## src/rtl/imm_gen_pipe.sv

```systemverilog
// Pipelined immediate generator with a 2-entry skid buffer between fetch and execute.
// Optional RVC decode is enabled by defining IMMGEN_RVC_EN.
module imm_gen_pipe #(
    parameter int unsigned XLEN = 32
) (
    input  logic            clk,
    input  logic            rst_n,
    input  logic            flush,
    input  logic            in_valid,
    output logic            in_ready,
    input  logic [31:0]     in_instr,
    input  logic [XLEN-1:0] in_pc,
    output logic            out_valid,
    input  logic            out_ready,
    output logic [31:0]     out_instr,
    output logic [XLEN-1:0] out_imm,
    output logic [2:0]      out_fmt,
    output logic [XLEN-1:0] out_target,
    output logic            out_illegal
);

    if ((XLEN != 32) && (XLEN != 64)) begin : g_xlen_check
        $error("imm_gen_pipe: XLEN must be 32 or 64");
    end

    localparam logic [2:0] FmtNone  = 3'd0;
    localparam logic [2:0] FmtI     = 3'd1;
    localparam logic [2:0] FmtS     = 3'd2;
    localparam logic [2:0] FmtB     = 3'd3;
    localparam logic [2:0] FmtU     = 3'd4;
    localparam logic [2:0] FmtJ     = 3'd5;
    localparam logic [2:0] FmtShamt = 3'd6;
`ifdef IMMGEN_RVC_EN
    localparam logic [2:0] FmtCmp   = 3'd7;
`endif

    typedef struct packed {
        logic [31:0]     instr;
        logic [XLEN-1:0] pc;
        logic [XLEN-1:0] imm;
        logic [2:0]      fmt;
        logic            illegal;
    } entry_t;

    typedef enum logic [1:0] {
        StEmpty,
        StOne,
        StFull
    } state_e;

    state_e state_q, state_d;
    entry_t out_q, out_d;
    entry_t skid_q, skid_d;
    entry_t dec_entry;

    logic [XLEN-1:0] dec_imm;
    logic [2:0]      dec_fmt;
    logic            dec_illegal;
    logic [6:0]      opcode;
    logic [2:0]      funct3;
    logic            is_shift;

    logic load_out;
    logic load_skid;
    logic move_skid;

    assign opcode   = in_instr[6:0];
    assign funct3   = in_instr[14:12];
    assign is_shift = (funct3 == 3'b001) || (funct3 == 3'b101);

    // Immediate decode of the word currently on the input port.
    always_comb begin
        dec_imm     = '0;
        dec_fmt     = FmtNone;
        dec_illegal = 1'b0;
        if (in_instr[1:0] != 2'b11) begin
`ifdef IMMGEN_RVC_EN
            dec_fmt = FmtCmp;
            case ({in_instr[1:0], in_instr[15:13]})
                5'b01_000, 5'b01_010: begin
                    dec_imm = XLEN'($signed({in_instr[12], in_instr[6:2]}));
                end
                5'b01_101: begin
                    dec_imm = XLEN'($signed({in_instr[12], in_instr[8], in_instr[10:9],
                                             in_instr[6], in_instr[7], in_instr[2],
                                             in_instr[11], in_instr[5:3], 1'b0}));
                end
                5'b01_110, 5'b01_111: begin
                    dec_imm = XLEN'($signed({in_instr[12], in_instr[6:5], in_instr[2],
                                             in_instr[11:10], in_instr[4:3], 1'b0}));
                end
                5'b00_010, 5'b00_110: begin
                    dec_imm = XLEN'({in_instr[5], in_instr[12:10], in_instr[6], 2'b00});
                end
                default: begin
                    dec_fmt     = FmtNone;
                    dec_illegal = 1'b1;
                end
            endcase
`else
            dec_illegal = 1'b1;
`endif
        end else begin
            case (opcode)
                7'b0000011, 7'b1100111, 7'b1110011: begin
                    dec_fmt = FmtI;
                    dec_imm = XLEN'($signed(in_instr[31:20]));
                end
                7'b0010011: begin
                    if (is_shift) begin
                        dec_fmt = FmtShamt;
                        // RV64 shifts use a 6-bit shamt on the full-width opcode.
                        if (XLEN == 64) dec_imm = XLEN'(in_instr[25:20]);
                        else            dec_imm = XLEN'(in_instr[24:20]);
                    end else begin
                        dec_fmt = FmtI;
                        dec_imm = XLEN'($signed(in_instr[31:20]));
                    end
                end
                7'b0011011: begin
                    if (XLEN == 64) begin
                        if (is_shift) begin
                            dec_fmt = FmtShamt;
                            dec_imm = XLEN'(in_instr[24:20]);
                        end else begin
                            dec_fmt = FmtI;
                            dec_imm = XLEN'($signed(in_instr[31:20]));
                        end
                    end
                end
                7'b0100011: begin
                    dec_fmt = FmtS;
                    dec_imm = XLEN'($signed({in_instr[31:25], in_instr[11:7]}));
                end
                7'b1100011: begin
                    dec_fmt = FmtB;
                    dec_imm = XLEN'($signed({in_instr[31], in_instr[7], in_instr[30:25],
                                             in_instr[11:8], 1'b0}));
                end
                7'b0110111, 7'b0010111: begin
                    dec_fmt = FmtU;
                    dec_imm = XLEN'($signed({in_instr[31:12], 12'b0}));
                end
                7'b1101111: begin
                    dec_fmt = FmtJ;
                    dec_imm = XLEN'($signed({in_instr[31], in_instr[19:12], in_instr[20],
                                             in_instr[30:21], 1'b0}));
                end
                default: begin
                    dec_fmt = FmtNone;
                end
            endcase
        end
    end

    always_comb begin
        dec_entry         = '0;
        dec_entry.instr   = in_instr;
        dec_entry.pc      = in_pc;
        dec_entry.imm     = dec_imm;
        dec_entry.fmt     = dec_fmt;
        dec_entry.illegal = dec_illegal;
    end

    always_ff @(posedge clk or negedge rst_n) begin
        if (!rst_n) begin
            state_q <= StEmpty;
        end else begin
            state_q <= state_d;
        end
    end

    // flush beats every transfer; the out register holds the head entry, skid the second.
    always_comb begin
        state_d = state_q;
        if (flush) begin
            state_d = StEmpty;
        end else begin
            unique case (state_q)
                StEmpty: if (in_valid) state_d = StOne;
                StOne: begin
                    if (in_valid && !out_ready)      state_d = StFull;
                    else if (!in_valid && out_ready) state_d = StEmpty;
                end
                StFull:  if (out_ready) state_d = StOne;
                default: state_d = StEmpty;
            endcase
        end
    end

    always_comb begin
        in_ready  = (state_q != StFull);
        out_valid = (state_q != StEmpty);
        load_out  = 1'b0;
        load_skid = 1'b0;
        move_skid = 1'b0;
        if (!flush) begin
            unique case (state_q)
                StEmpty: load_out = in_valid;
                StOne: begin
                    load_out  = in_valid && out_ready;
                    load_skid = in_valid && !out_ready;
                end
                StFull:  move_skid = out_ready;
                default: ;
            endcase
        end
    end

    always_comb begin
        out_d  = out_q;
        skid_d = skid_q;
        if (load_out)       out_d = dec_entry;
        else if (move_skid) out_d = skid_q;
        if (load_skid)      skid_d = dec_entry;
    end

    always_ff @(posedge clk or negedge rst_n) begin
        if (!rst_n) begin
            out_q  <= '0;
            skid_q <= '0;
        end else begin
            out_q  <= out_d;
            skid_q <= skid_d;
        end
    end

    assign out_instr   = out_q.instr;
    assign out_imm     = out_q.imm;
    assign out_fmt     = out_q.fmt;
    assign out_illegal = out_q.illegal;
    assign out_target  = out_q.pc + out_q.imm;

endmodule

```

## config.mk

```make
export PLATFORM = sky130hd
export DESIGN_NAME = imm_gen_pipe
export DESIGN_NICKNAME = d
export VERILOG_FILES = /design/src/rtl/imm_gen_pipe.sv
export SDC_FILE = /design/constraint.sdc
export NUM_CORES = 1
export LEC_CHECK = 0
export ABC_CLOCK_PERIOD_IN_PS = 3650
export BUFFER_PORTS_ARGS = -buffer_cell sky130_fd_sc_hd__buf_2
export CAP_MARGIN = 15
export CORE_MARGIN = 4
export CORE_UTILIZATION = 31
export CTS_BUF_LIST = sky130_fd_sc_hd__clkbuf_16
export DETAILED_ROUTE_END_ITERATION = 10
export GPL_ROUTABILITY_DRIVEN = 0
export MAX_ROUTING_LAYER = met4
export PLACE_DENSITY = 0.6
export SLEW_MARGIN = 25
export SYNTH_ARGS = -nofsm -noshare
export SYNTH_HDL_FRONTEND = slang
export SYNTH_SLANG_ARGS = --single-unit
```

## constraint.sdc

```tcl
create_clock -name clk -period 3.65 [get_ports clk]
set_input_delay 0.365 -clock clk [delete_from_list [all_inputs] [get_ports clk]]
set_output_delay 0.365 -clock clk [all_outputs]
set_load 0.03 [all_outputs]
```

==> summary.txt, run 1 <==
Layout
  – Filler cells: 3,368
  – Final net count: 1,245
  – Design area: 12,200 sq um
  – Area Overhead vs Synth: 17.4%
  – Ratio of cells with drive above 1 in the final layout: 27.3%

Routing
  – Via count: 8,189
  – Max layer used: met4
  – M1 WL: 14,200 microns
  – DR iter-0 viols: 576
  – DRC violation count after routing: 0
  – WL met3: 1910 microns
  – Final ANT Viol Nets: 0
  – Via/cell ratio: 5.10
  – Met2 wire len: 14,800 microns
  – DRT Pass-1 Iters: 7
  – Final wirelength: 31,700 microns
  – DR WL/cell: 19.7 microns

Pwr
  – Sw Pwr: 2160 uW
  – Int Pwr: 4480 uW
  – Pwr Density: 543 nW/um^2
  – Total chip power: 6640 uW
  – LEAKAGE: 0.00595 uW
  – Clock power share: 34.9%
  – Worst vdd ir: 294 uV
  – Sequential power share: 42.3%
  – Combinational power share: 22.8%
  – Net Sw Frac: 32.6%

Clocking
  – Clk pin slew, worst setup/hold paths: 0.06 ns
  – H-tree depth: 1
  – CTS tree: built
  – TritonCTS Buffers: 25
  – Clk root buf: clkbuf_16
  – Skew-Pair Late Insertion Delay: 0.54 ns
  – Clock tree sinks: 202
  – CTS Buffer Depth: 3

Floorplanning
  – Core area: 32,900 sq um
  – Num ports: 171
  – Die area: 36,600 sq um
  – Initial Util: 31.7%
  – DIE HEIGHT: 191 microns
  – # rows: 66
  – Die Span X: 191 microns

Critical path
  – R2r setup slk: 1.33 ns
  – Worst reg-to-reg path cell count: 6
  – Data required, critical path: 3.28 ns
  – Arrival time at the worst endpoint: 3.24 ns
  – R2r startpoint: state_q[1]
  – Worst Setup End Kind: output pin
  – Crit Path Category: reg -> out
  – RR Endpoint: out_imm[7]
  – CP Max Fanout: 3
  – CP startpoint kind: register

Yosys
  – Mapped Cells: 1,054
  – Synth warn: 0
  – Syn nets: 1,155
  – Seq cells post-synth: 202
  – Most used DFF post-synth: dfrtp_1
  – Syn_area_per_cell: 9.89 sq um
  – EDFF count, synth: 0
  – Post-synth ARST share: 100%
  – Seq/Total Area, Yosys: 48.5%
  – Area of the mapped netlist: 10,400 sq um
  – Yosys cell types: 52

GRT
  – Global Route Usage Sum: 17.5%
  – First-pass GRT wire length: 48,800 microns
  – Initial antenna violation count: 2
  – Vias in the first global route: 8,215
  – Largest net degree at the start of global routing: 119
  – Grt total ovfl: 0

Timing
  – Highest clock rate: 277 MHz
  – Final setup vio count: 0
  – Worst-margin pin slew: 0.762 ns
  – Count of final hold-check violations: 0
  – RSZ-0062 raised after global routing: yes
  – Final Slew Violations: 0
  – Setup Skew: 0.0106 ns
  – Final period util: 98.8%
  – Hold Slack: 0.0404 ns
  – Slew headroom: 49.2%
  – Minimum clock period: 3.61 ns
  – Setup TNS: 0 ns

Run status
  – Status: finished clean

Min path
  – Worst Hold Depth: 2
  – Critical hold path startpoint: flush
  – Worst Hold Class: in -> reg
  – Hold path endpoint: state_q[0]

Placement
  – DP Wirelength: 22,300 microns
  – PortBufs: 170
  – Post-DP Area: 11,200 sq um

Job
  – Max Cap Viol: 0
-- cells in the mapped netlist (all sizes together) (3+ instances only) --
| cell | number | area [sq um] |
|---|---|---|
| a211oi | 4 | 30.0 |
| a21o | 22 | 165 |
| a21oi | 56 | 280 |
| a222oi | 14 | 140 |
| a22oi | 71 | 533 |
| a31oi | 10 | 68.8 |
| and2 | 7 | 43.8 |
| and3 | 9 | 56.3 |
| buf | 81 | 571 |
| clkbuf | 49 | 184 |
| dfrtp | 202 | 5050 |
| ha | 31 | 388 |
| inv | 13 | 48.8 |
| mux2 | 64 | 721 |
| nand2 | 176 | 661 |
| nand2b | 6 | 37.5 |
| nand3 | 6 | 30.0 |
| nand4 | 4 | 25.0 |
| nor2 | 54 | 203 |
| nor2b | 3 | 18.8 |
| nor3 | 9 | 45.0 |
| o211ai | 4 | 30.0 |
| o21a | 5 | 37.5 |
| o21ai | 69 | 349 |
| o21bai | 4 | 30.0 |
| o22a | 3 | 26.3 |
| o22ai | 18 | 113 |
| o31a | 3 | 26.3 |
| o31ai | 5 | 37.5 |
| xnor2 | 20 | 175 |
| xor2 | 12 | 105 |
-- kinds of logic after synthesis --
family,Yosys count,share of synthesized area [%]
muxes,66,7.11
DFF,202,48.5
buffers and inverters,143,7.71
adders and majority gates,32,3.91
and+or+nand+nor,281,11.3
xor gates and xnor gates,32,2.69
AOI/OAI and AO/OA,298,18.8
-- cell usage in the layout, fill, tap and decap left out, types with 6 or more instances in the layout --
master / netlist / final
xnor2_1: 20 / 19
mux2_2: 64 / 64
nand3_1: 6 / 6
inv_1: 13 / 16
and3_1: 9 / 9
clkbuf_16: 0 / 25
a22oi_1: 71 / 70
a222oi_1: 14 / 14
dfrtp_1: 202 / 202
o21ai_0: 68 / 68
nor3_1: 9 / 8
xor2_1: 12 / 12
buf_2: 6 / 164
ha_1: 31 / 28
clkinv_1: 0 / 8
a21o_1: 22 / 22
o22ai_1: 18 / 18
a21oi_1: 56 / 54
nand2_1: 176 / 176
buf_4: 69 / 23
a31oi_1: 9 / 7
nor2_1: 54 / 53
-- metal layers --
layer,GRT usage (%),vias up
li1,-,3885
met1,23.8,4040
met2,27.2,224
met3,3.12,40
met4,4.70,0
met5,-,-
-- final cells by class --
cell class	instances	area [sq um]	area share, %
sequential	202	5050	41.3
multi-input combinational	709	4720	38.6
timing repair buffer	193	1080	8.87
clock buffer	25	626	5.11
tap	442	553	4.52
clock inverter	21	139	1.14
inverter	13	48.8	0.399
antenna	2	5.00	0.0409
-- worst max-delay path, cell delays in order, from the launching register on --
cell and delay (ns):
dfrtp_1 0.42, ha_4 0.18, fa_2 0.34, a21o_1 0.20, a221oi_4 0.27, o21ai_2 0.13
a31o_1 0.23, o31a_1 0.39, a31oi_2 0.23, xnor2_1 0.13, buf_4 0.18
-- power groups by stage --
stage                     registers, uW  clock network (uW)  logic, uW
final                              2810                2320       1510
after floorplan                    2790                   0       1140
after global placement             2830                   0       1480
after CTS                          2800                2390       1520
after global routing               2850                2490       1660
after detailed placement           2840                   0       1500
-- flip-flops by register name, summed over array words and instances, names as in the netlist --
| name | flops |
|---|---|
| out_imm | 32 |
| state_q | 2 |
| out_instr | 32 |
| skid_q | 100 |
| out_illegal | 1 |
| out_fmt | 3 |
| out_q | 32 |
-- stage by stage --
| stage | cells | utilization [%] | setup slack, ns |
|---|---|---|---|
| final | 1607 | 37.2 | 0.0437 |
| after CTS | 1599 | 36.8 | -0.0702 |
| after global routing | 1607 | 37.2 | -0.130 |
| after global placement | 1549 | 34.2 | 0.337 |
| after detailed placement | 1549 | 34.2 | 0.297 |
| after floorplan | 1054 | - | 0.559 |
-- repair_timing --
item / 4_1_cts / 5_1_grt
buffers inserted: 3 / 6
hold buffers: 1 / 0
resized for setup: 13 / 16
setup endpoints to repair: 10 / 11
endpoints found under the hold margin: 86 / 0
pin swaps: 4 / 15
gates cloned: 0 / 0
-- worst max-delay path by stage --
stage                     slack, ns              to  cells after the start        from
after floorplan                0.56  out_target[22]                      8  out_imm[0]
after global placement         0.34  out_target[26]                     10  out_imm[0]
after detailed placement       0.30  out_target[29]                      9  out_imm[6]
after CTS                     -0.07  out_target[29]                      9  out_imm[1]
after global routing          -0.13  out_target[26]                     10  out_imm[0]
final                          0.04  out_target[26]                     10  out_imm[0]
(Power assumes the default switching activity.)
==> run 2: changes to the inputs <==
Settings changed: CORE_UTILIZATION 31 to 48, PLACE_DENSITY 0.6 to 0.81.
==> run 2 against run 1 <==
Clock-buffer cell count is 2 lower. Worst setup slack better by 0.0023 ns. Combinational power hardly changed. Largest power group unchanged.
==> summary.txt, run 2 (same netlist as run 1, synthesis figures left out) <==
Routing
  – Final ANT Viol Nets: 0
  – Via count: 8,413
  – DRC violation count after routing: 0
  – DRT Pass-1 Iters: 8
  – DR iter-0 viols: 818
  – Via/cell ratio: 5.87
  – Final wirelength: 28,100 microns
  – DR WL/cell: 19.6 microns

Timing
  – RSZ-0062 raised after global routing: yes
  – Setup TNS: 0 ns
  – Count of final hold-check violations: 0
  – Highest clock rate: 277 MHz
  – Slew headroom: 33.8%
  – Minimum clock period: 3.60 ns
  – Final Slew Violations: 0
  – Final setup vio count: 0
  – Worst-margin pin slew: 0.992 ns
  – Setup WS post-layout: 0.0460 ns
  – Final period util: 98.7%
  – Setup Skew: 0.0157 ns

Critical path
  – Worst Setup End Kind: output pin
  – Slowest cell on crit path: dfrtp_1
  – Buf/Inv on CP: 1
  – Arrival time at the worst endpoint: 3.24 ns
  – Data required, critical path: 3.28 ns
  – CP startpoint kind: register
  – CP max stage delay: 0.40 ns
  – Crit Path Category: reg -> out
  – CP Cell Sequence: ha_2 > fa_2 > a21o_1 > a221oi_2 > o21ai_2 > a31o_1 > o31a_1 > a31oi_1 > xnor2_1 > buf_4
  – CP Max Fanout: 3
  – Family with the most delay on the worst path: compound AO/OA/AOI/OAI gates

Layout
  – Final net count: 1,243
  – Most common cell after layout, fill and taps aside: dfrtp_1
  – Largest register FFs: 100
  – Post-route core utilization: 56.4%
  – Area Overhead vs Synth: 14.4%
  – Most flop-heavy register: skid_q
  – Filler cells: 1,806
  – Ratio of cells with drive above 1 in the final layout: 27.4%
  – Most frequent cells in the layout: 202 x dfrtp_1, 176 x nand2_1, 166 x buf_2

Clocking
  – CTS Buffer Depth: 3
  – Clk root buf: clkbuf_16
  – CTS tree: built
  – H-tree depth: 1
  – Skew-Pair Late Insertion Delay: 0.51 ns
  – TritonCTS Buffers: 23
  – Clk pin slew, worst setup/hold paths: 0.06 ns
  – Clock tree sinks: 202

Pwr
  – Pwr Density: 551 nW/um^2
  – LEAKAGE: 0.00595 uW
  – Worst vdd ir: 308 uV

Placement
  – DP Wirelength: 19,500 microns
  – Pre-CTS WS: 0.337 ns
  – PortBufs: 170

Floorplanning
  – Initial Util: 49.3%
  – # rows: 53
  – Die Span X: 155 microns
  – Die area: 24,100 sq um
  – Num ports: 171
  – Core area: 21,200 sq um
  – DIE HEIGHT: 155 microns

GRT
  – Initial antenna violation count: 1
  – Vias in the first global route: 8,012
  – Largest net degree at the start of global routing: 85
  – Grt total ovfl: 0
  – Global Route Usage Sum: 23.1%
  – First-pass GRT wire length: 43,700 microns

Run status
  – Status: finished clean

Min path
  – Worst Hold Class: in -> reg

Job
  – Max Cap Viol: 0
run 2: cell count changes in the layout (fill, tap and decap cells not counted), moves of 2 or more:
cell | before | now
clkbuf_16 | 25 | 23
bufinv_16 | 1 | 3
clkinvlp_4 | 3 | 1
clkinv_2 | 5 | 7
a221oi_2 | 0 | 2
buf_2 | 164 | 166
clkinv_1 | 8 | 0
o21ai_1 | 0 | 2
o21ai_0 | 68 | 65
ha_4 | 2 | 0
a221oi_4 | 2 | 0
ha_1 | 28 | 30
run 2: worst register-to-register path, delay by kind of cell (launching register included):
family | cells | cell delay (ns)
DFF | 1 | 0.43
and+or+nand+nor | 4 | 1.34
AOI/OAI and AO/OA | 1 | 0.51
buffers and inverters | 1 | 0.37
run 2: final timing paths:
| kind | from | end | slack, ns | cells after the start |
|---|---|---|---|---|
| max | out_imm[0] | out_target[30] | 0.05 | 10 |
| min | flush | state_q[0] | 0.07 | 2 |
| max reg2reg | state_q[1] | out_imm[12] | 0.89 | 6 |
| min reg2reg | out_instr[20] | out_instr[20] | 0.47 | 2 |
| max in group asynchronous | rst_n | skid_q[3] | 2.38 | 3 |
| min in group asynchronous | rst_n | out_instr[16] | 0.39 | 2 |
run 2: through the flow:
step / hold WS [ns] / total power (uW) / cells / area [sq um]
after floorplan: 0.0694 / 3930 / 1054 / 10400
after global placement: 0.374 / 4250 / 1382 / 11000
after detailed placement: 0.375 / 4310 / 1382 / 11000
after CTS: 0.0404 / 6600 / 1425 / 11800
after global routing: 0.0611 / 6850 / 1432 / 11900
final: 0.0708 / 6570 / 1433 / 11900
run 2: cell type report:
class	count	area (sq um)	share of cell area [%]
inverters	13	48.8	0.409
clock inverters	16	156	1.31
multi-input cells	709	4670	39.2
flip-flops and latches	202	5050	42.4
well taps	275	344	2.89
diodes	2	5.00	0.0420
clock buffers	23	576	4.83
repair buffers	193	1070	8.95
run 2: routing by layer:
metal  part of all wire, %  vias to the layer above  wire (microns)  GRT usage [%]
met1                    42                     4116           11900           31.8
met3                   7.9                       49            2220           3.81
met5                     0                        -               0              -
met2                    48                      371           13400           36.5
li1                      -                     3877               -              -
met4                   2.0                        0             560           5.21
run 2: where the power goes:
group / total, uW / internal, uW / switching (uW) / leakage [uW]
sequential: 2810 / 2610 / 205 / 0.00257
clock: 2260 / 1350 / 907 / 0.000379
combinational: 1500 / 545 / 951 / 0.00300
run 2: timing repair:
action / CTS / global route
hold endpoints to repair: 56 / 0
gates resized for setup: 11 / 16
cloned: 0 / 0
hold buffers: 1 / 0
setup buffers: 3 / 6
pin swaps: 4 / 10
endpoints found under the setup margin: 8 / 8
